===== src/rtl/game_2048_pkg.sv =====
// Shared types and constants for the 2048 board renderer.
// Holds default board geometry, the tile value type, the scheduler state enum
// and the legal-tile-value check used by the renderer.
package game_2048_pkg;

  localparam int BOARD_X_DEF  = 105;
  localparam int BOARD_Y_DEF  = 25;
  localparam int TILE_DEF     = 100;
  localparam int GAP_DEF      = 10;
  localparam int V_ACTIVE_DEF = 480;

  typedef logic [11:0] tile_t;

  typedef enum logic {
    ST_EMPTY = 1'b0,
    ST_SHOW  = 1'b1
  } state_t;

  // Legal tile values are 0 (empty) and the powers of two 2..2048.
  // A 12-bit value is a power of two iff exactly one bit is set; 1 is excluded.
  function automatic logic is_legal(input tile_t v);
    tile_t vm1;
    vm1 = v - 12'd1;
    return (v == 12'd0) || ((v != 12'd1) && ((v & vm1) == 12'd0));
  endfunction

endpackage


===== src/rtl/tile_locator.sv =====
// Purpose: maps scan coordinates onto the 4x4 tile grid using comparisons only.
// Latency: purely combinational.
// Backpressure: none; it has no handshake.
// Ports: x, y scan position in; row, col, in_tile, x_org, y_org out.
// x_org/y_org/row/col are forced to 0 whenever the pixel is outside every tile.
module tile_locator
  import game_2048_pkg::*;
#(
  parameter int BOARD_X = BOARD_X_DEF,
  parameter int BOARD_Y = BOARD_Y_DEF,
  parameter int TILE    = TILE_DEF,
  parameter int GAP     = GAP_DEF
) (
  input  logic [9:0] x,
  input  logic [9:0] y,
  output logic [1:0] row,
  output logic [1:0] col,
  output logic       in_tile,
  output logic [9:0] x_org,
  output logic [9:0] y_org
);

  localparam int PITCH = TILE + GAP;

  // Left/top edge of each column/row, fixed at elaboration time.
  logic [9:0] col_lo [4];
  logic [9:0] row_lo [4];

  for (genvar g = 0; g < 4; g++) begin : g_edges
    assign col_lo[g] = 10'(BOARD_X + g * PITCH);
    assign row_lo[g] = 10'(BOARD_Y + g * PITCH);
  end

  logic       col_hit, row_hit;
  logic [1:0] col_c, row_c;
  logic [9:0] x_org_c, y_org_c;

  always_comb begin
    col_hit = 1'b0;
    row_hit = 1'b0;
    col_c   = 2'd0;
    row_c   = 2'd0;
    x_org_c = 10'd0;
    y_org_c = 10'd0;
    for (int c = 0; c < 4; c++) begin
      if ((x >= col_lo[c]) && (x < col_lo[c] + 10'(TILE))) begin
        col_hit = 1'b1;
        col_c   = 2'(c);
        x_org_c = col_lo[c];
      end
      if ((y >= row_lo[c]) && (y < row_lo[c] + 10'(TILE))) begin
        row_hit = 1'b1;
        row_c   = 2'(c);
        y_org_c = row_lo[c];
      end
    end
  end

  assign in_tile = col_hit & row_hit;
  assign row     = in_tile ? row_c   : 2'd0;
  assign col     = in_tile ? col_c   : 2'd0;
  assign x_org   = in_tile ? x_org_c : 10'd0;
  assign y_org   = in_tile ? y_org_c : 10'd0;

endmodule


===== src/rtl/board_render_ctrl.sv =====
// Purpose: per-pixel scheduler sharing one display_number path across 16 tiles.
// Latency: 1 cycle; every output is registered from the current cycle's inputs.
// Backpressure: board_ready low while the pending snapshot is full; sender holds data.
// Ports: clk, rst (sync active-low); x, y, video_on, hsync_in, vsync_in scan inputs;
//   board_in/board_valid/board_ready snapshot handshake; number, px_x, px_y,
//   x_offset, y_offset, active_pixel, tile_idx, hsync_out, vsync_out to the glyph
//   path; frame_swap pulse, bad_value sticky flag, tile_frame border flag.
// Build option: define TILE_FRAME_EN to generate the tile border ring on tile_frame.
module board_render_ctrl
  import game_2048_pkg::*;
#(
  parameter int BOARD_X  = BOARD_X_DEF,
  parameter int BOARD_Y  = BOARD_Y_DEF,
  parameter int TILE     = TILE_DEF,
  parameter int GAP      = GAP_DEF,
  parameter int V_ACTIVE = V_ACTIVE_DEF
) (
  input  logic         clk,
  input  logic         rst,
  input  logic [9:0]   x,
  input  logic [9:0]   y,
  input  logic         video_on,
  input  logic         hsync_in,
  input  logic         vsync_in,
  input  logic [191:0] board_in,
  input  logic         board_valid,
  output logic         board_ready,
  output logic [11:0]  number,
  output logic [9:0]   px_x,
  output logic [9:0]   px_y,
  output logic [9:0]   x_offset,
  output logic [9:0]   y_offset,
  output logic         active_pixel,
  output logic [3:0]   tile_idx,
  output logic         hsync_out,
  output logic         vsync_out,
  output logic         frame_swap,
  output logic         bad_value,
  output logic         tile_frame
);

  logic [191:0] pending;
  logic [191:0] shadow;
  logic         pend_full;
  state_t       state;

  logic [1:0] row, col;
  logic       in_tile;
  logic [9:0] x_org, y_org;

  tile_locator #(
    .BOARD_X (BOARD_X),
    .BOARD_Y (BOARD_Y),
    .TILE    (TILE),
    .GAP     (GAP)
  ) u_locator (
    .x       (x),
    .y       (y),
    .row     (row),
    .col     (col),
    .in_tile (in_tile),
    .x_org   (x_org),
    .y_org   (y_org)
  );

  logic [3:0] tile_sel;
  tile_t      cur_val;
  logic       accept;
  logic       swap;
  logic       show_tile;
  logic       val_legal;

  assign tile_sel    = {row, col};
  assign cur_val     = shadow[12*tile_sel +: 12];
  assign board_ready = ~pend_full;
  assign accept      = board_valid & ~pend_full;
  // Swap only at the start of the first non-visible line so a frame never tears.
  assign swap        = pend_full && (x == 10'd0) && (y == 10'(V_ACTIVE));
  assign show_tile   = in_tile && (state == ST_SHOW);
  assign val_legal   = is_legal(cur_val);

  always_ff @(posedge clk) begin
    if (!rst) begin
      pending      <= '0;
      shadow       <= '0;
      pend_full    <= 1'b0;
      state        <= ST_EMPTY;
      number       <= '0;
      px_x         <= '0;
      px_y         <= '0;
      x_offset     <= '0;
      y_offset     <= '0;
      active_pixel <= 1'b0;
      tile_idx     <= '0;
      hsync_out    <= 1'b0;
      vsync_out    <= 1'b0;
      frame_swap   <= 1'b0;
      bad_value    <= 1'b0;
    end else begin
      // accept needs pending empty and swap needs it full, so they are exclusive.
      if (accept) begin
        pending   <= board_in;
        pend_full <= 1'b1;
      end else if (swap) begin
        shadow    <= pending;
        pend_full <= 1'b0;
        state     <= ST_SHOW;
      end

      frame_swap   <= swap;
      px_x         <= x;
      px_y         <= y;
      hsync_out    <= hsync_in;
      vsync_out    <= vsync_in;
      number       <= show_tile ? cur_val  : 12'd0;
      x_offset     <= show_tile ? x_org    : 10'd0;
      y_offset     <= show_tile ? y_org    : 10'd0;
      tile_idx     <= show_tile ? tile_sel : 4'd0;
      active_pixel <= video_on && show_tile && val_legal && (cur_val != 12'd0);
      if (in_tile && !val_legal)
        bad_value <= 1'b1;
    end
  end

`ifdef TILE_FRAME_EN
  logic [9:0] loc_x, loc_y;
  logic       ring;

  assign loc_x = x - x_org;
  assign loc_y = y - y_org;
  // Outer 2-pixel ring: local coordinate 0, 1, TILE-2 or TILE-1 on either axis.
  assign ring  = (loc_x < 10'd2) || (loc_x >= 10'(TILE - 2)) ||
                 (loc_y < 10'd2) || (loc_y >= 10'(TILE - 2));

  always_ff @(posedge clk) begin
    if (!rst)
      tile_frame <= 1'b0;
    else
      tile_frame <= video_on && show_tile && ring;
  end
`else
  assign tile_frame = 1'b0;
`endif

endmodule


===== config.mk =====
export PLATFORM = sky130hd
export DESIGN_NAME = board_render_ctrl
export DESIGN_NICKNAME = d
export VERILOG_FILES = /design/src/rtl/game_2048_pkg.sv /design/src/rtl/tile_locator.sv /design/src/rtl/board_render_ctrl.sv
export SDC_FILE = /design/constraint.sdc
export NUM_CORES = 1
export LEC_CHECK = 0
export ABC_AREA = 0
export ABC_CLOCK_PERIOD_IN_PS = 7300
export CORE_ASPECT_RATIO = 0.8
export CORE_MARGIN = 2
export CORE_UTILIZATION = 50
export CTS_CLUSTER_SIZE = 28
export DETAILED_ROUTE_END_ITERATION = 6
export MAX_ROUTING_LAYER = met4
export PLACE_DENSITY = 0.84
export SYNTH_ARGS = -nofsm -noshare
export SYNTH_HDL_FRONTEND = slang
export SYNTH_HIERARCHICAL = 1
export SYNTH_SLANG_ARGS = --single-unit

===== constraint.sdc =====
create_clock -name clk -period 7.3 [get_ports clk]
set_clock_uncertainty 0.05 [all_clocks]
set_input_delay 0.73 -clock clk [delete_from_list [all_inputs] [get_ports clk]]
set_output_delay 0.73 -clock clk [all_outputs]
set_load 0.01 [all_outputs]

==> flow_summary_export.csv, run 1 <==
group,metric,value,unit
flow_run,cap_violations,0,
hold_path,holdPathEnd,"shadow[175]",
grt,grt_pass1_wl,76200,um
synth,ys_types,61,
place,globalplace.congestion,0.970,
synth,async_flop_share,0,
floorplanning,die-height,169,um
sta,min_period,5.54,ns
floorplanning,io_pins,281,
critical_path,critPathArrivalTime,5.97,ns
synth,synth_top_flop_cell,"dfxtp_1",
grt,grt_use_total,0.280,
hold_path,min_from,"pending[175]",
clock_tree,cts.clk_slew.worst_paths,0.06,ns
floorplanning,num_rows,60,
sta,setup_tns,0,ns
place,place_area,19800,um^2
route,postRouteWirelength,49300,um
sta,fmax,180,MHz
grt,grt_max_degree,209,
synth,synth_commonest_cells,"nand2_1, dfxtp_1, a21oi_1",
clock_tree,cts.sinks,447,
synth,synth_top_area_frac,0.527,
sta,slew_violations,0,
critical_path,r2r_cells,6,
power_and_ir_drop,irDropWorstVdd,0.131,mV
route,avgRoutedWirePerCell,18.5,um
finish,post_layout_nonfiller_instances,2671,
power_and_ir_drop,p_per_area,239,nW/um^2
place,dp_hpwl,34600,um
synth,avgSynthCellArea,8.36,um^2
critical_path,crit_family,"compound AO/OA/AOI/OAI gates",
clock_tree,cts_setup_buffers,0,
grt,overflow,0,
sta,finalSetupViolCount,0,
critical_path,r2r_start,"pend_full",
synth,syn_inst,2031,
sta,worst_pin_slew,1.19,ns
finish,num_antenna_cells,0,
synth,synthTopCellsByArea,"dfxtp_1, nand2_1, a21oi_1",
critical_path,critPathKind,"input port to flop",
critical_path,slowest_stage,"nor2_4",
critical_path,ff2ff_setup_slack,4.25,ns
critical_path,crit_required,7.73,ns
critical_path,cpPeakStageDelay,0.67,ns
route,num_vias,14741,
critical_path,critPathMaxFanout,19,
route,ant_nets,0,
grt,antenna_found_initial,0,
synth,ys_seq_area_frac,0.527,
finish,layout-drive-gt1-share,0.0612,
clock_tree,cts_tree,"done",
finish,final_nets,2424,
sta,fin_crit_sh,0.759,
place,io_buffers,279,
synth,synth_most_common_cell,"nand2_1",
clock_tree,cts_buffers,42,
floorplanning,dieArea,35500,um^2
floorplanning,initial_core_util,0.506,
synth,synth.ff_latch_count,447,
route,first_pass_iters,6,
finish,utilization,0.630,
sta,rsz0062_at_grt,"no",
hold_path,hold_path_class,"flop to flop",
synth,yosys_warnings,6,
critical_path,crit_top_cell,"and4b_1",
clock_tree,cts_buffer_depth,3,
route,drt_iter0_markers,1622,
critical_path,worstPathCellList,"clkdlybuf4s50_1 -> nor3_1 -> nand2_1 -> a311oi_1 -> nor4_4 -> nor2_4 -> buf_12 -> mux4_2 -> a22o_1 -> a221oi_2 -> o2111ai_1 -> o31ai_1 -> a221oi_1 -> and4b_1 -> and4b_1",
status,status,"completed",
hold_path,worstHoldPathCells,2,
sta,hold_viol_final,0,
clock_tree,post_cts_resize_count,0,
grt,grt_pass1_vias,13819,
clock_tree,cts-hold-fix-buffers,0,
critical_path,cp-start-kind,"input port",
critical_path,r2r-end,"shadow[103]",
place,placedCellCount,2596,
finish,syn_to_final_growth,24.5,%
synth,synth.cell_area,17000,um^2
floorplanning,core-area,33600,um^2
finish,design_area,21100,um^2
floorplanning,die_w,210,um
clock_tree,clock_latency,0.54,ns
synth,synth-edff-count,0,
sta,relSlewSlack,0.205,
critical_path,setup.worst_path.end_class,"flop",
synth,synth.largest_area_cell,"dfxtp_1",
route,via_per_inst,5.52,
critical_path,cp_num_buf_inv,2,
clock_tree,clock-root-buffer,"clkbuf_16",
clock_tree,cts-htree-levels,2,
power_and_ir_drop,power_leakage,7.31,nW
critical_path,cp_num_cells,15,
finish,nFillCells,2770,
route,drcViolationCount,0,
==> sequential cells by signal (all words and copies together), names as in the netlist <==
name,cells
vsync_out,1
shadow,192
bad_value,1
hsync_out,1
pend_full,1
active_pixel,1
number,12
pending,192
y_offset,10
x_offset,10
tile_idx,4
state,1
px_y,10
px_x,10
frame_swap,1
==> cells by family after synthesis <==
group,synth area share
buffers and inverters,0.0426
and+or+nand+nor,0.220
other,0.000442
DFF,0.527
adders and majority gates,0.000589
muxes,0.0680
AOI/OAI and AO/OA,0.141
==> per-stage QoR <==
step	hold slack (ns)	total power, mW	setup WS [ns]
5_1_grt	0.417	5.23	1.38
4_1_cts	0.401	5.08	1.81
6_report	0.399	5.06	1.76
2_1_floorplan	0.377	2.78	2.87
3_3_place_gp	0.391	2.96	1.43
3_5_place_dp	0.395	2.97	1.29
==> how the worst max path moves through the flow <==
| stage | start | endpoint |
|---|---|---|
| 2_1_floorplan | y[2] | active_pixel |
| 5_1_grt | y[3] | active_pixel |
| 6_report | y[3] | active_pixel |
| 3_3_place_gp | y[3] | active_pixel |
| 3_5_place_dp | y[3] | active_pixel |
| 4_1_cts | y[3] | active_pixel |
==> power by group <==
group | internal, mW | leakage, nW | total [mW] | switching [mW]
Sequential | 2.51 | 3.64 | 2.54 | 0.0361
Clock | 1.22 | 0.664 | 2.14 | 0.920
Combinational | 0.185 | 3.01 | 0.379 | 0.194
==> placed cells by master, fill, tap and decap left out, types with 5 or more instances in the layout <==
master / Yosys / final
nand3_1: 5 / 5
clkbuf_8: 0 / 9
nor2b_1: 9 / 8
mux4_2: 46 / 46
clkbuf_16: 0 / 43
o21ai_0: 6 / 6
and2_1: 50 / 50
dfxtp_1: 447 / 447
clkinv_2: 0 / 6
buf_4: 11 / 7
clkdlybuf4s50_1: 0 / 279
nor2_1: 43 / 41
a22o_1: 12 / 12
nand2_1: 781 / 780
a21oi_1: 391 / 391
clkbuf_1: 132 / 12
a221oi_1: 6 / 6
==> tightest hold or removal path: stages (launching register included) <==
cell and delay, ns:
dfxtp_1 0.31, nand2_1 0.05, a21oi_1 0.05
==> metal layers <==
layer,track usage,part of all wire
met1,0.393,0.44
met2,0.415,0.44
met3,0.0584,0.094
met4,0.0728,0.022
met5,-,0
==> area by class of cell <==
type                    instances  area [um^2]  share of cell area
repair buffers                290         2930               0.138
clock buffers                  64         1240              0.0589
flip-flops and latches        447         8950               0.423
clock inverters                11         95.1             0.00450
inverters                       5         26.3             0.00124
well taps                     434          543              0.0257
multi-input cells            1420         7350               0.348
Power figures use the tool's default switching activity.
==> inputs of run 2 (changes only) <==
ABC_CLOCK_PERIOD_IN_PS = 5400   (was 7300)
clock period = 5.4 ns   (was 7.3 ns; I/O delays follow)
==> flow_summary_export.csv, run 2 (same netlist as run 1, synthesis figures left out) <==
group,metric,value,unit
grt,grt_use_total,0.280,
critical_path,r2r-end,"shadow[121]",
route,drt_iter0_markers,1523,
floorplanning,die_w,210,um
critical_path,cp_num_buf_inv,1,
critical_path,cp-start-kind,"input port",
power_and_ir_drop,p_sw,1.57,mW
critical_path,cp_num_cells,14,
critical_path,cpPeakStageDelay,0.67,ns
place,placedCellCount,2607,
sta,rsz0062_at_grt,"no",
power_and_ir_drop,p_per_area,325,nW/um^2
clock_tree,clock_latency,0.54,ns
grt,overflow,0,
place,place_area,19900,um^2
route,num_vias,14849,
clock_tree,cts_buffers,43,
sta,setup_tns,0,ns
finish,design_area,21300,um^2
finish,final_common_cell,"nand2_1",
clock_tree,cts_buffer_depth,3,
power_and_ir_drop,p_int,5.36,mW
critical_path,critPathMaxFanout,10,
route,postRouteWirelength,49100,um
floorplanning,dieArea,35500,um^2
critical_path,setup.worst_path.end_class,"flop",
hold_path,hold_path_class,"flop to flop",
place,dp_hpwl,35000,um
clock_tree,cts_setup_buffers,0,
critical_path,crit_family,"simple AND/OR/NAND/NOR gates",
status,status,"completed",
sta,fin_crit_sh,0.853,
finish,post_layout_nonfiller_instances,2683,
place,globalplace.congestion,0.968,
finish,num_antenna_cells,0,
power_and_ir_drop,power_leakage,7.39,nW
finish,syn_to_final_growth,25.4,%
critical_path,crit_required,5.83,ns
finish,largestRegisters,"pending (192), shadow (192), number (12)",
clock_tree,cts-hold-fix-buffers,0,
power_and_ir_drop,irDropWorstVdd,0.200,mV
route,via_per_inst,5.53,
flow_run,cap_violations,0,
grt,grt_pass1_vias,13842,
critical_path,critPathKind,"input port to flop",
sta,relSlewSlack,0.199,
clock_tree,cts.sinks,447,
finish,final_cell_mix,"nand2_1, dfxtp_1, a21oi_1, clkdlybuf4s50_1, and2_1",
hold_path,worstHoldPathCells,2,
critical_path,slowest_stage,"clkdlybuf4s50_1",
critical_path,ff2ff_setup_slack,2.40,ns
route,first_pass_iters,7,
power_and_ir_drop,power_frac_clock,0.429,
route,drcViolationCount,0,
sta,finalSetupViolCount,0,
floorplanning,die-height,169,um
floorplanning,core-area,33600,um^2
floorplanning,num_rows,60,
finish,utilization,0.635,
sta,fmax,217,MHz
power_and_ir_drop,switching_share,0.226,
grt,grt_max_degree,203,
critical_path,critPathArrivalTime,5.04,ns
sta,min_period,4.61,ns
floorplanning,initial_core_util,0.506,
critical_path,r2r_start,"pend_full",
power_and_ir_drop,power,6.93,mW
clock_tree,clock-root-buffer,"clkbuf_16",
finish,layout-drive-gt1-share,0.0680,
grt,antenna_found_initial,0,
clock_tree,cts_tree,"done",
grt,grt_pass1_wl,76600,um
hold_path,holdPathEnd,"shadow[175]",
floorplanning,io_pins,281,
route,avgRoutedWirePerCell,18.3,um
critical_path,worstPathCellList,"clkdlybuf4s50_1 -> o21ai_0 -> or3b_1 -> a211oi_2 -> nor4_4 -> nor2_1 -> nor2_1 -> a22o_1 -> a221oi_2 -> o2111ai_1 -> o31ai_1 -> a221oi_1 -> and4b_1 -> and4b_1",
sta,hold_viol_final,0,
power_and_ir_drop,comb_power_share,0.075,
place,io_buffers,279,
route,ant_nets,0,
clock_tree,cts.clk_slew.worst_paths,0.06,ns
finish,nFillCells,2728,
sta,slew_violations,0,
critical_path,r2r_cells,6,
finish,final_nets,2436,
clock_tree,cts-htree-levels,2,
clock_tree,post_cts_resize_count,0,
hold_path,min_from,"pending[175]",
power_and_ir_drop,pwr-share-seq,0.496,
sta,worst_pin_slew,1.20,ns
run 2: changes by cell type in the layout (fill, tap and decap cells not counted):
cell / change
buf_4: +9
clkbuf_1: -4
clkinv_2: +3
buf_12: +2
bufinv_16: +2
clkinvlp_4: +2
clkbuf_8: -1
inv_6: -1
run 2: stage by stage:
stage	hold slack [ns]	setup slack [ns]
2_1_floorplan	0.377	1.16
3_3_place_gp	0.389	0.341
3_5_place_dp	0.395	0.324
4_1_cts	0.404	0.842
5_1_grt	0.422	0.428
6_report	0.401	0.793
run 2: power groups by stage:
| stage | Combinational, mW | Clock [mW] | Sequential [mW] |
|---|---|---|---|
| floorplan | 0.264 | 0 | 3.50 |
| global placement | 0.505 | 0 | 3.51 |
| detailed placement | 0.514 | 0 | 3.51 |
| CTS | 0.519 | 2.99 | 3.44 |
| global route | 0.568 | 3.14 | 3.45 |
| finish | 0.519 | 2.97 | 3.44 |
run 2: layer usage:
metal	vias up	global-route usage	part of all wire
li1	7092	-	-
met4	0	0.0746	0.023
met5	-	-	0
met2	640	0.420	0.44
met3	86	0.0469	0.091
met1	7031	0.395	0.45
run 2: area by class of cell:
cell class	instances	area (um^2)	area share
sequential	447	8950	0.420
clock buffer	59	1220	0.0571
clock inverter	17	176	0.00828
inverter	5	26.3	0.00123
timing repair buffer	301	3030	0.142
multi-input combinational	1420	7350	0.345
tap	434	543	0.0255
run 2: worst reg2reg max path: cells and delay by family (launching register included):
kind            cells  cell delay, ns
flops               1            0.34
buf+inv             2            1.04
compound gates      1            0.19
simple gates        3            1.31
run 2: how the worst max path moves through the flow:
stage	startpoint	to	slack, ns
floorplan	y[2]	active_pixel	1.16
global placement	x[4]	active_pixel	0.34
detailed placement	x[4]	active_pixel	0.32
CTS	x[4]	active_pixel	0.84
global route	x[4]	active_pixel	0.43
finish	x[4]	active_pixel	0.79
